<file path="src/rtl/mem_port_arbiter.sv">
// Arbitrates IF and LS onto one memory port: LS wins contention, IF is forced in after LS_STREAK_MAX contended LS grants.
// Latency gnt->mem_req 1 cycle, rvalid forwarded combinationally; requests wait (not dropped) while a transaction is in flight.
module mem_port_arbiter #(
  parameter int AW            = 32,
  parameter int LS_STREAK_MAX = 4
) (
  input  logic          clock,
  input  logic          reset_n,
  input  logic          if_req,
  input  logic [AW-1:0] if_addr,
  output logic          if_gnt,
  output logic          if_rvalid,
  output logic [31:0]   if_rdata,
  input  logic          ls_req,
  input  logic          ls_we,
  input  logic [3:0]    ls_be,
  input  logic [AW-1:0] ls_addr,
  input  logic [31:0]   ls_wdata,
  output logic          ls_gnt,
  output logic          ls_rvalid,
  output logic [31:0]   ls_rdata,
  output logic          mem_req,
  output logic          mem_we,
  output logic [3:0]    mem_be,
  output logic [AW-1:0] mem_addr,
  output logic [31:0]   mem_wdata,
  input  logic          mem_gnt,
  input  logic          mem_rvalid,
  input  logic [31:0]   mem_rdata,
  output logic          busy
);

  typedef enum logic [1:0] {IDLE, REQ, WAIT} state_t;

  typedef struct packed {
    logic          we;
    logic [3:0]    be;
    logic [AW-1:0] addr;
    logic [31:0]   wdata;
  } cmd_t;

  localparam logic [3:0] STREAK_MAX = 4'(LS_STREAK_MAX);

  state_t     state;
  logic       owner_ls;
  logic [3:0] streak;
  cmd_t       cmd;

  logic can_grant;
  logic sel_ls;
  logic sel_if;
  logic in_wait;

  // Grants are gated by reset so a held request cannot leak a pulse while reset is asserted.
  assign can_grant = reset_n && (state == IDLE);
  assign sel_ls    = ls_req && (!if_req || (streak != STREAK_MAX));
  assign sel_if    = if_req && !sel_ls;
  assign ls_gnt    = can_grant && sel_ls;
  assign if_gnt    = can_grant && sel_if;

  assign in_wait   = (state == WAIT);
  assign if_rvalid = in_wait && mem_rvalid && !owner_ls;
  assign ls_rvalid = in_wait && mem_rvalid && owner_ls;
  assign if_rdata  = (in_wait && !owner_ls) ? mem_rdata : 32'h0;
  assign ls_rdata  = (in_wait && owner_ls) ? mem_rdata : 32'h0;

  assign mem_we    = cmd.we;
  assign mem_be    = cmd.be;
  assign mem_addr  = cmd.addr;
  assign mem_wdata = cmd.wdata;

  always_ff @(posedge clock or negedge reset_n) begin
    if (!reset_n) begin
      state    <= IDLE;
      owner_ls <= 1'b0;
      streak   <= 4'd0;
      cmd      <= '0;
      mem_req  <= 1'b0;
      busy     <= 1'b0;
    end else begin
      case (state)
        IDLE: begin
          if (ls_gnt) begin
            cmd      <= '{we: ls_we, be: ls_be, addr: ls_addr, wdata: ls_wdata};
            owner_ls <= 1'b1;
            // Only contended LS grants count toward forcing IF in.
            if (if_req && (streak != STREAK_MAX))
              streak <= streak + 4'd1;
          end else if (if_gnt) begin
            cmd      <= '{we: 1'b0, be: 4'hF, addr: if_addr, wdata: 32'h0};
            owner_ls <= 1'b0;
            streak   <= 4'd0;
          end
          if (ls_gnt || if_gnt) begin
            mem_req <= 1'b1;
            busy    <= 1'b1;
            state   <= REQ;
          end
        end
        REQ: begin
          if (mem_gnt) begin
            mem_req <= 1'b0;
            state   <= WAIT;
          end
        end
        WAIT: begin
          if (mem_rvalid) begin
            busy  <= 1'b0;
            state <= IDLE;
          end
        end
        default: begin
          mem_req <= 1'b0;
          busy    <= 1'b0;
          state   <= IDLE;
        end
      endcase
    end
  end

endmodule
</file>
<file path="config.mk">
export PLATFORM = sky130hd
export DESIGN_NAME = mem_port_arbiter
export DESIGN_NICKNAME = d
export VERILOG_FILES = /design/src/rtl/mem_port_arbiter.sv
export SDC_FILE = /design/constraint.sdc
export NUM_CORES = 1
export LEC_CHECK = 0
export ABC_AREA = 1
export BUFFER_PORTS_ARGS = -buffer_cell sky130_fd_sc_hd__buf_2
export CAP_MARGIN = 20
export CORE_MARGIN = 3
export CORE_UTILIZATION = 40
export DETAILED_ROUTE_END_ITERATION = 10
export GPL_ROUTABILITY_DRIVEN = 0
export PLACE_DENSITY = 0.79
export SLEW_MARGIN = 20
export SYNTH_ARGS = -nofsm -noshare
export SYNTH_HDL_FRONTEND = slang
export SYNTH_SLANG_ARGS = --single-unit
</file>
<file path="constraint.sdc">
create_clock -name clock -period 1.7 [get_ports clock]
set_clock_uncertainty 0.05 [all_clocks]
set_input_delay 0.34 -clock clock [delete_from_list [all_inputs] [get_ports clock]]
set_output_delay 0.34 -clock clock [all_outputs]
set_load 0.02 [all_outputs]
</file>
==> results of run 1 <==
==> kinds of logic (layout without fill, tap and decap cells) <==
family | count (synthesis) | in the layout | synth area share
other | 0 | 2 | 0
DFF | 78 | 78 | 0.480
xor gates and xnor gates | 2 | 2 | 0.00431
and+or+nand+nor | 372 | 372 | 0.361
adders and majority gates | 2 | 2 | 0.00615
AOI/OAI and AO/OA | 4 | 4 | 0.00677
buffers and inverters | 140 | 436 | 0.141
==> routing by layer <==
| layer | vias up | track usage |
|---|---|---|
| met5 | - | 0 |
| li1 | 2294 | - |
| met2 | 201 | 0.404 |
| met1 | 2126 | 0.253 |
| met4 | 0 | 0.0785 |
| met3 | 27 | 0.0542 |
==> power groups by stage <==
stage          Sequential [mW]  Combinational [mW]  Clock (mW)
2_1_floorplan             4.26                1.96           0
3_3_place_gp              3.24                4.74           0
3_5_place_dp              3.24                4.84           0
4_1_cts                   3.24                5.19        1.31
5_1_grt                   3.36                6.12        1.41
6_report                  3.25                5.63        1.29
==> synth_stat cells <==
master,n
nand2_1,248
inv_1,109
nor2_1,82
dfrtp_1,78
nand3_1,38
buf_2,13
clkbuf_1,8
buf_4,3
buf_6,3
inv_2,3
o21ai_0,3
ha_1,2
xnor2_1,2
clkinv_1,1
nand2_2,1
nand2_4,1
nand3_4,1
o31ai_2,1
or2_2,1
==> state kept, by name (all words and copies together) (netlist names) <==
register / cells
mem_req: 1
state: 2
mem_be: 4
mem_wdata: 32
owner_ls: 1
streak: 4
mem_addr: 32
mem_we: 1
busy: 1
==> final timing paths <==
| path | start | end | slack, ns | cells after the start |
|---|---|---|---|---|
| max in group asynchronous | reset_n | state[0] | 0.70 | 3 |
| worst max register to register | streak[0] | mem_wdata[28] | -0.07 | 12 |
| worst min register to register | mem_wdata[25] | mem_wdata[25] | 0.42 | 2 |
| worst max-delay path | state[0] | if_rdata[22] | -0.22 | 5 |
| worst min-delay path | ls_wdata[12] | mem_wdata[12] | 0.13 | 3 |
| min in group asynchronous | reset_n | mem_addr[2] | 0.56 | 3 |
==> what timing repair did <==
| item | 4_1_cts | 5_1_grt |
|---|---|---|
| endpoints found under the setup margin | 96 | 142 |
| pin swaps | 2 | 2 |
| resized for setup | 90 | 87 |
| setup buffers | 5 | 3 |
| cloned | 1 | 5 |
| hold buffers | 1 | 0 |
| hold endpoints to repair | 28 | 0 |
==> stage by stage <==
step,hold WS [ns],cell area (um^2)
after global placement,0.380,5650
after CTS,0.121,6130
final,0.129,6580
after floorplan,-0.00559,4070
after detailed placement,0.380,5650
after global routing,0.124,6580
==> worst max-delay path: stages (launching register included) <==
cell	delay [ns]
dfrtp_2	0.45
nor2_4	0.17
nand2_4	0.11
clkbuf_16	0.19
nor2_1	0.11
buf_4	0.16
==> layout make-up <==
cell class	count	share of cell area
Timing Repair Buffer	307	0.320
Sequential cell	78	0.297
Multi-Input combinational cell	380	0.263
Inverter	113	0.0667
Tap cell	133	0.0253
Clock buffer	9	0.0188
Clock inverter	7	0.00875
Antenna cell	2	0.000760
==> placed cells by master, fill, tap and decap left out, types with 4 or more instances in the layout <==
cell type / instances
buf_12: 8
buf_2: 208
buf_4: 51
buf_6: 33
clkbuf_16: 4
clkbuf_8: 9
dfrtp_1: 77
inv_1: 106
inv_2: 4
nand2_1: 245
nand3_1: 38
nor2_1: 48
nor2_2: 16
nor2_4: 18
==> flow_summary.toml, run 1 <==
[cts]
root_buffer = "clkbuf_8"
clock-sinks = 78
htreeDepth = 3
cts_tree = "yes"
clk_pin_slew_worst_paths_ns = 0.09
clockBufferDepth = 2
clock_latency_ns = 0.35
cts_buffers = 9

[sta]
slew_headroom = 0.722
finalMaxSlewViolations = 0
hold_viol_final = 0
finalSetupViolCount = 139
tightest_slew_ns = 0.417
min_period_ns = 1.92
fmax_mhz = 520
setup_slack_ns = -0.224
setup_tns_ns = -14.08
rsz0062_at_grt = "true"
finalCritPeriodShare = 1.13

[route]
drt_iter0_markers = 296
wl_met3_mm = 1.12
vias = 4648
drc_errors = 0
wl_mm = 14.3
vias_per_cell = 4.52
wire_per_inst_um = 13.9
wl_met2_mm = 7.45
detail_route.first_pass.iterations = 4
highest_layer = "met4"
drtAntennaViolNets = 0
m1WireLength_mm = 5.38

[pwr]
p_sw_frac = 0.468
combPwrFrac = 0.553
p_sw_mw = 4.76
p_per_area_nw_per_um2 = 1550
ir_drop_mv = 0.872
leakagePower_nw = 4.12
p_clk_frac = 0.127
seq_power_share = 0.320
p_int_mw = 5.41
finalPower_mw = 10.2

[grt]
grt_first_pass_wirelength_mm = 20.3
grt_pass1_vias = 4230
grt_max_degree = 79
track_usage = 0.222
antenna_found_initial = 2
grt_overflow = 0

[final_layout]
multiInputGateArea_um2 = 1730
instances_no_fill = 1029
drive_gt1_frac = 0.415
area_growth_pct = 61.8
postLayoutCoreUtil = 0.670
fin_nets = 1030
seqCellArea_um2 = 1950
fillers = 824

[place]
post-place-ws_ns = -0.0445
dp.cells = 996
portBuffers = 277
dp_hpwl_mm = 9.64

[status]
violations = "negative setup slack"
status = "finished, violations left"

[die]
core-area_um2 = 9820
die_y_um = 107
row_count = 36
initial_core_util = 0.414
io_pins = 278
die_area_um2 = 11400
fp.dieW_um = 107

[flow_run]
maxCapViolCount = 0

[synth]
yosysTopAreaCellShare = 0.480
synth-warning-count = 0
syn_area_um2 = 4070
synth.distinct_cells = 19
syn_area_per_cell_um2 = 6.80
ys_seq_elements = 78
synth_top_cells_by_area = "dfrtp_1 (48%), nand2_1 (23%), inv_1 (10%)"
synth_nets = 739
ys_seq_area_frac = 0.480
synth_top_area_cell = "dfrtp_1"
syn_inst = 598

[worst_setup_path]
crit_required_ns = 1.31
crit_type = "reg2out"
worstPathMaxFanout = 8
worstPathArrival_ns = 1.53
endpoint_kind = "primary output"
worstSetupStartpointType = "flip-flop"

[hold_path]
hp-class = "in2reg"
Power figures use the tool's default switching activity.
==> run 2: changes to the inputs <==
--- a/config.mk
+++ b/config.mk
@@ -12,7 +12,7 @@
 export CORE_UTILIZATION = 40
 export DETAILED_ROUTE_END_ITERATION = 10
 export GPL_ROUTABILITY_DRIVEN = 0
-export PLACE_DENSITY = 0.79
+export PLACE_DENSITY = 0.78
 export SLEW_MARGIN = 20
 export SYNTH_ARGS = -nofsm -noshare
 export SYNTH_HDL_FRONTEND = slang
==> run 2 against run 1 <==
  * The flow still finishes with violations (negative setup slack)
  * Utilization is 2.2 points higher
  * Die area stayed put
  * Maximum frequency is 2.2% lower
  * Global-route usage hardly changed
  * Final cell count is 0.87% higher
  * Wire length is 3.7% higher
  * Largest cell class unchanged
  * Clock-buffer cell count is 1 higher
  * Setup slack worse by 0.043 ns
  * First-iteration DRC count is 27% lower
  * Critical path depth is 1 higher
  * Worst hold slack better by 0.0075 ns
  * Clock power is 9% higher
==> flow_summary.toml, run 2 (synthesis gave the netlist of run 1 again) <==
[pwr]
finalPower_mw = 10.7
ir_drop_mv = 0.743
p_per_area_nw_per_um2 = 1580
leakagePower_nw = 4.23

[cts]
clock_latency_ns = 0.35
cts_tree = "yes"
cts_buffers = 9
clockBufferDepth = 2
clock-sinks = 78
clk_pin_slew_worst_paths_ns = 0.09
root_buffer = "clkbuf_8"
htreeDepth = 3

[sta]
tightest_slew_ns = 0.308
finalMaxSlewViolations = 0
finalCritPeriodShare = 1.16
rsz0062_at_grt = "true"
hold_viol_final = 0
min_period_ns = 1.97
finalSetupViolCount = 102
fmax_mhz = 508
setup_slack_ns = -0.267
slew_headroom = 0.795

[die]
initial_core_util = 0.414
row_count = 36
die_y_um = 107
fp.dieW_um = 107
core-area_um2 = 9820
die_area_um2 = 11400
io_pins = 278

[final_layout]
postLayoutCoreUtil = 0.693
seqCellArea_um2 = 1950
fillers = 821
area_growth_pct = 67.2
fin_nets = 1041
final_common_cell = "nand2_1"
drive_gt1_frac = 0.452
diodes = 0
multiInputGateArea_um2 = 1810
final_cell_mix = "nand2_1 (218), buf_2 (208), inv_1 (105)"

[worst_setup_path]
slowest_stage = "dfrtp_1"
worstSetupStartpointType = "flip-flop"
crit_type = "reg2out"
endpoint_kind = "primary output"
crit_required_ns = 1.31
cp_cell_sequence = "inv_2 > nor2_4 > nand2_4 > buf_12 > nor2_1 > buf_4"
worstPathArrival_ns = 1.58
reg2regPathDepth = 12
worstPathMaxFanout = 23
r2r_end = "mem_be[2]"
r2r-start = "streak[1]"
r2r_setup_slack_ns = -0.04
slowest_delay_ns = 0.43

[grt]
grt_max_degree = 79
grt_overflow = 0
track_usage = 0.222
grt_pass1_vias = 4211
antenna_found_initial = 0
grt_first_pass_wirelength_mm = 20.2

[place]
dp_hpwl_mm = 9.63
portBuffers = 277

[route]
vias_per_cell = 4.45
drtAntennaViolNets = 0
wire_per_inst_um = 14.3
wl_mm = 14.8
drt_iter0_markers = 217
drc_errors = 0
detail_route.first_pass.iterations = 4
vias = 4615

[status]
status = "finished, violations left"
violations = "negative setup slack"

[hold_path]
hp-class = "in2reg"
min_to = "mem_wdata[2]"
hold_depth = 3
hp-start = "ls_wdata[2]"

[flow_run]
maxCapViolCount = 0
## run 2: worst max-delay path, delay by kind of cell (launching register included)
kind | cells | cell delay (ns)
buffers and inverters | 3 | 0.42
flip-flops | 1 | 0.43
AND/OR/NAND/NOR | 3 | 0.38
## run 2: repair_timing
item,in CTS,in global routing
hold endpoints to repair,0,20
resized for setup,118,90
buffers inserted,6,10
cloned,1,7
pin swaps,5,4
hold buffers,0,1
setup endpoints to repair,68,140
## run 2: metal layers
layer / vias up / part of all wire / track usage / wire length, um
met4: 0 / 0.025 / 0.0584 / 376
met3: 24 / 0.064 / 0.0554 / 945
met2: 191 / 0.53 / 0.424 / 7850
li1: 2319 / - / - / -
met1: 2081 / 0.38 / 0.243 / 5620
met5: - / 0 / 0 / 0
## run 2: worst max-delay path by stage
stage	startpoint	endpoint	slack [ns]	depth (start not counted)
4_1_cts	streak[1]	if_gnt	-0.18	9
3_3_place_gp	streak[0]	ls_gnt	0.10	8
6_report	state[1]	if_rdata[13]	-0.27	6
2_1_floorplan	state[0]	if_rdata[10]	0.08	4
3_5_place_dp	streak[0]	mem_addr[3]	0.04	11
5_1_grt	state[1]	if_rdata[13]	-0.34	6
## run 2: final cells by class
cell class	instances	area share
Clock inverter	6	0.0103
Inverter	113	0.0649
Tap cell	133	0.0245
Timing Repair Buffer	318	0.328
Multi-Input combinational cell	380	0.266
Clock buffer	10	0.0188
Sequential cell	78	0.287
## run 2: report_power, final
group	total, mW	switching (mW)	internal [mW]
combinational	6.02	3.66	2.36
clock	1.40	0.703	0.692
sequential	3.30	0.553	2.74
total	10.7	4.92	5.80
## run 2: per-stage QoR
| stage | TNS [ns] | area [um^2] | worst slack (ns) | hold slack [ns] | std cells |
|---|---|---|---|---|---|
| 3_3_place_gp | 0 | 5640 | 0.102 | 0.398 | 997 |
| 6_report | -14.38 | 6800 | -0.267 | 0.137 | 1038 |
| 4_1_cts | -9.87 | 6230 | -0.183 | 0.121 | 1020 |
| 3_5_place_dp | 0 | 5640 | 0.0389 | 0.403 | 997 |
| 5_1_grt | -24.96 | 6800 | -0.340 | 0.132 | 1038 |
| 2_1_floorplan | 0 | 4070 | 0.0814 | -0.00559 | 598 |
==> run 3: changes to the inputs <==
==> constraint.sdc (replaced) <==
create_clock -name clock -period 2.1 [get_ports clock]
set_clock_uncertainty 0.05 [all_clocks]
set_input_delay 0.42 -clock clock [delete_from_list [all_inputs] [get_ports clock]]
set_output_delay 0.42 -clock clock [all_outputs]
set_load 0.02 [all_outputs]
==> run 3 against run 2 <==
  * The flow now finishes without violations
  * Setup slack better by 0.39 ns
  * Clock power down 18%
  * Die area unchanged
  * Sequential cell count unchanged
  * Wire length down 17%
  * Design area down 14%
  * Non-clock buffer count down 27
  * Sequential power down 21%
  * Clock-buffer cell count unchanged
  * Via count down 6.8%
  * Highest routed layer unchanged
==> flow_summary.toml, run 3 (synthesis gave the netlist of run 1 again) <==
[grt]
grt_pass1_vias = 3929
grtUsageMet3 = 0.0446
antenna_found_initial = 0
track_usage = 0.210
grt.busiest_layer = "met2"
grt_first_pass_wirelength_mm = 19.1
grt_overflow = 0
grt_use_met2 = 0.395
grt_max_degree = 79
use_met1 = 0.241

[sta]
min_period_ns = 1.98
slew_headroom = 0.363
finalCritPeriodShare = 0.941
whs_ns = 0.222
finalSetupViolCount = 0
setup_tns_ns = 0
tightest_slew_ns = 0.956
hold_viol_final = 0
finalMaxSlewViolations = 0
fmax_mhz = 506

[pwr]
p_clk_frac = 0.151
p_per_area_nw_per_um2 = 1300
finalPower_mw = 7.64
p_int_mw = 4.08
seq_power_share = 0.343
p_sw_mw = 3.55
p_sw_frac = 0.466
leakagePower_nw = 3.95
combPwrFrac = 0.506
ir_drop_mv = 0.588

[worst_setup_path]
crit_required_ns = 1.63
worstSetupStartpointType = "flip-flop"
cp_cell_sequence = "inv_1 > nor2_4 > nand2_1 > buf_6 > nor2_1 > buf_2"
slowest_delay_ns = 0.39
slowest_stage = "dfrtp_1"
endpoint_kind = "primary output"
crit_type = "reg2out"
worstPathArrival_ns = 1.51
worstPathMaxFanout = 23

[route]
vias_per_cell = 4.26
wl_mm = 12.3
drtAntennaViolNets = 0
drt_iter0_markers = 196
drc_errors = 0
vias = 4303
wire_per_inst_um = 12.2
detail_route.first_pass.iterations = 4

[die]
row_count = 36
die_area_um2 = 11400
die_y_um = 107
fp.dieW_um = 107
io_pins = 278
core-area_um2 = 9820
initial_core_util = 0.414

[cts]
cts_tree = "yes"
cts_hold_buf = 0
clk_pin_slew_worst_paths_ns = 0.09
clockBufferDepth = 2
clock-sinks = 78
htreeDepth = 3
cts_buffers = 9
clock_latency_ns = 0.34
root_buffer = "clkbuf_8"

[final_layout]
drive_gt1_frac = 0.364
final_common_cell = "buf_2"
final_cell_mix = "buf_2 (268), nand2_1 (248), inv_1 (107)"
fillers = 973
diodes = 0
fin_nets = 1014
area_growth_pct = 44.0

[status]
status = "completed"

[place]
dp_hpwl_mm = 9.57
portBuffers = 277

[hold_path]
hp-class = "in2reg"

[flow_run]
maxCapViolCount = 0
-- run 3: changes by cell type in the layout (fill, tap and decap cells not counted), moves of 11 or more --
cell / change
buf_6: -29
buf_4: -41
buf_2: +60
nor2_4: -11
nor2_1: +28
nor2_2: -17
nand2_2: -26
nand2_1: +30
-- run 3: path summary, 6_finish.rpt --
check | start | endpoint | slack [ns] | depth (start not counted)
setup / recovery | state[1] | if_rdata[16] | 0.12 | 6
hold / removal | ls_wdata[9] | mem_wdata[9] | 0.22 | 3
setup reg to reg | streak[0] | mem_addr[9] | 0.20 | 12
hold reg to reg | mem_req | mem_req | 0.41 | 2
max in group asynchronous | reset_n | state[0] | 1.05 | 2
min in group asynchronous | reset_n | mem_addr[18] | 0.29 | 2
-- run 3: power groups by stage --
stage                     sequential [mW]  clock (mW)  combinational [mW]
after floorplan                      3.45           0                1.58
after global placement               2.63           0                3.78
after detailed placement             2.63           0                3.86
after CTS                            2.62        1.19                3.87
after global routing                 2.72        1.24                4.27
final                                2.62        1.15                3.86
-- run 3: area by class of cell --
cell class | count | area (um^2) | share of cell area
Sequential cell | 78 | 1950 | 0.334
Multi-Input combinational cell | 380 | 1560 | 0.266
Timing Repair Buffer | 291 | 1550 | 0.264
Inverter | 113 | 428 | 0.0731
Tap cell | 133 | 166 | 0.0284
Clock buffer | 10 | 138 | 0.0235
Clock inverter | 6 | 68.8 | 0.0118
-- run 3: critical path: cells and delay by family (launching register included) --
family	cells	cell delay (ns)
buffers and inverters	3	0.44
and+or+nand+nor	3	0.32
DFF	1	0.39
-- run 3: timing repair --
action	4_1_cts	5_1_grt
resized for setup	3	17
buffers inserted	1	1
endpoints found under the hold margin	0	0
setup endpoints to repair	5	93
pin swaps	1	2
-- run 3: through the flow --
| step | cell area [um^2] | setup slack (ns) | util | std cells |
|---|---|---|---|---|
| 6_report | 5860 | 0.125 | 0.596 | 1011 |
| 5_1_grt | 5860 | -0.00695 | 0.596 | 1011 |
| 4_1_cts | 5810 | 0.00794 | 0.591 | 1010 |
| 3_5_place_dp | 5590 | 0.251 | 0.569 | 993 |
| 3_3_place_gp | 5590 | 0.291 | 0.569 | 993 |
| 2_1_floorplan | 4070 | 0.401 | - | 598 |
-- run 3: layer usage --
metal / part of all wire / vias up
met1: 0.38 / 1876
li1: - / 2262
met4: 0.0097 / 0
met3: 0.072 / 6
met5: 0 / -
met2: 0.54 / 159
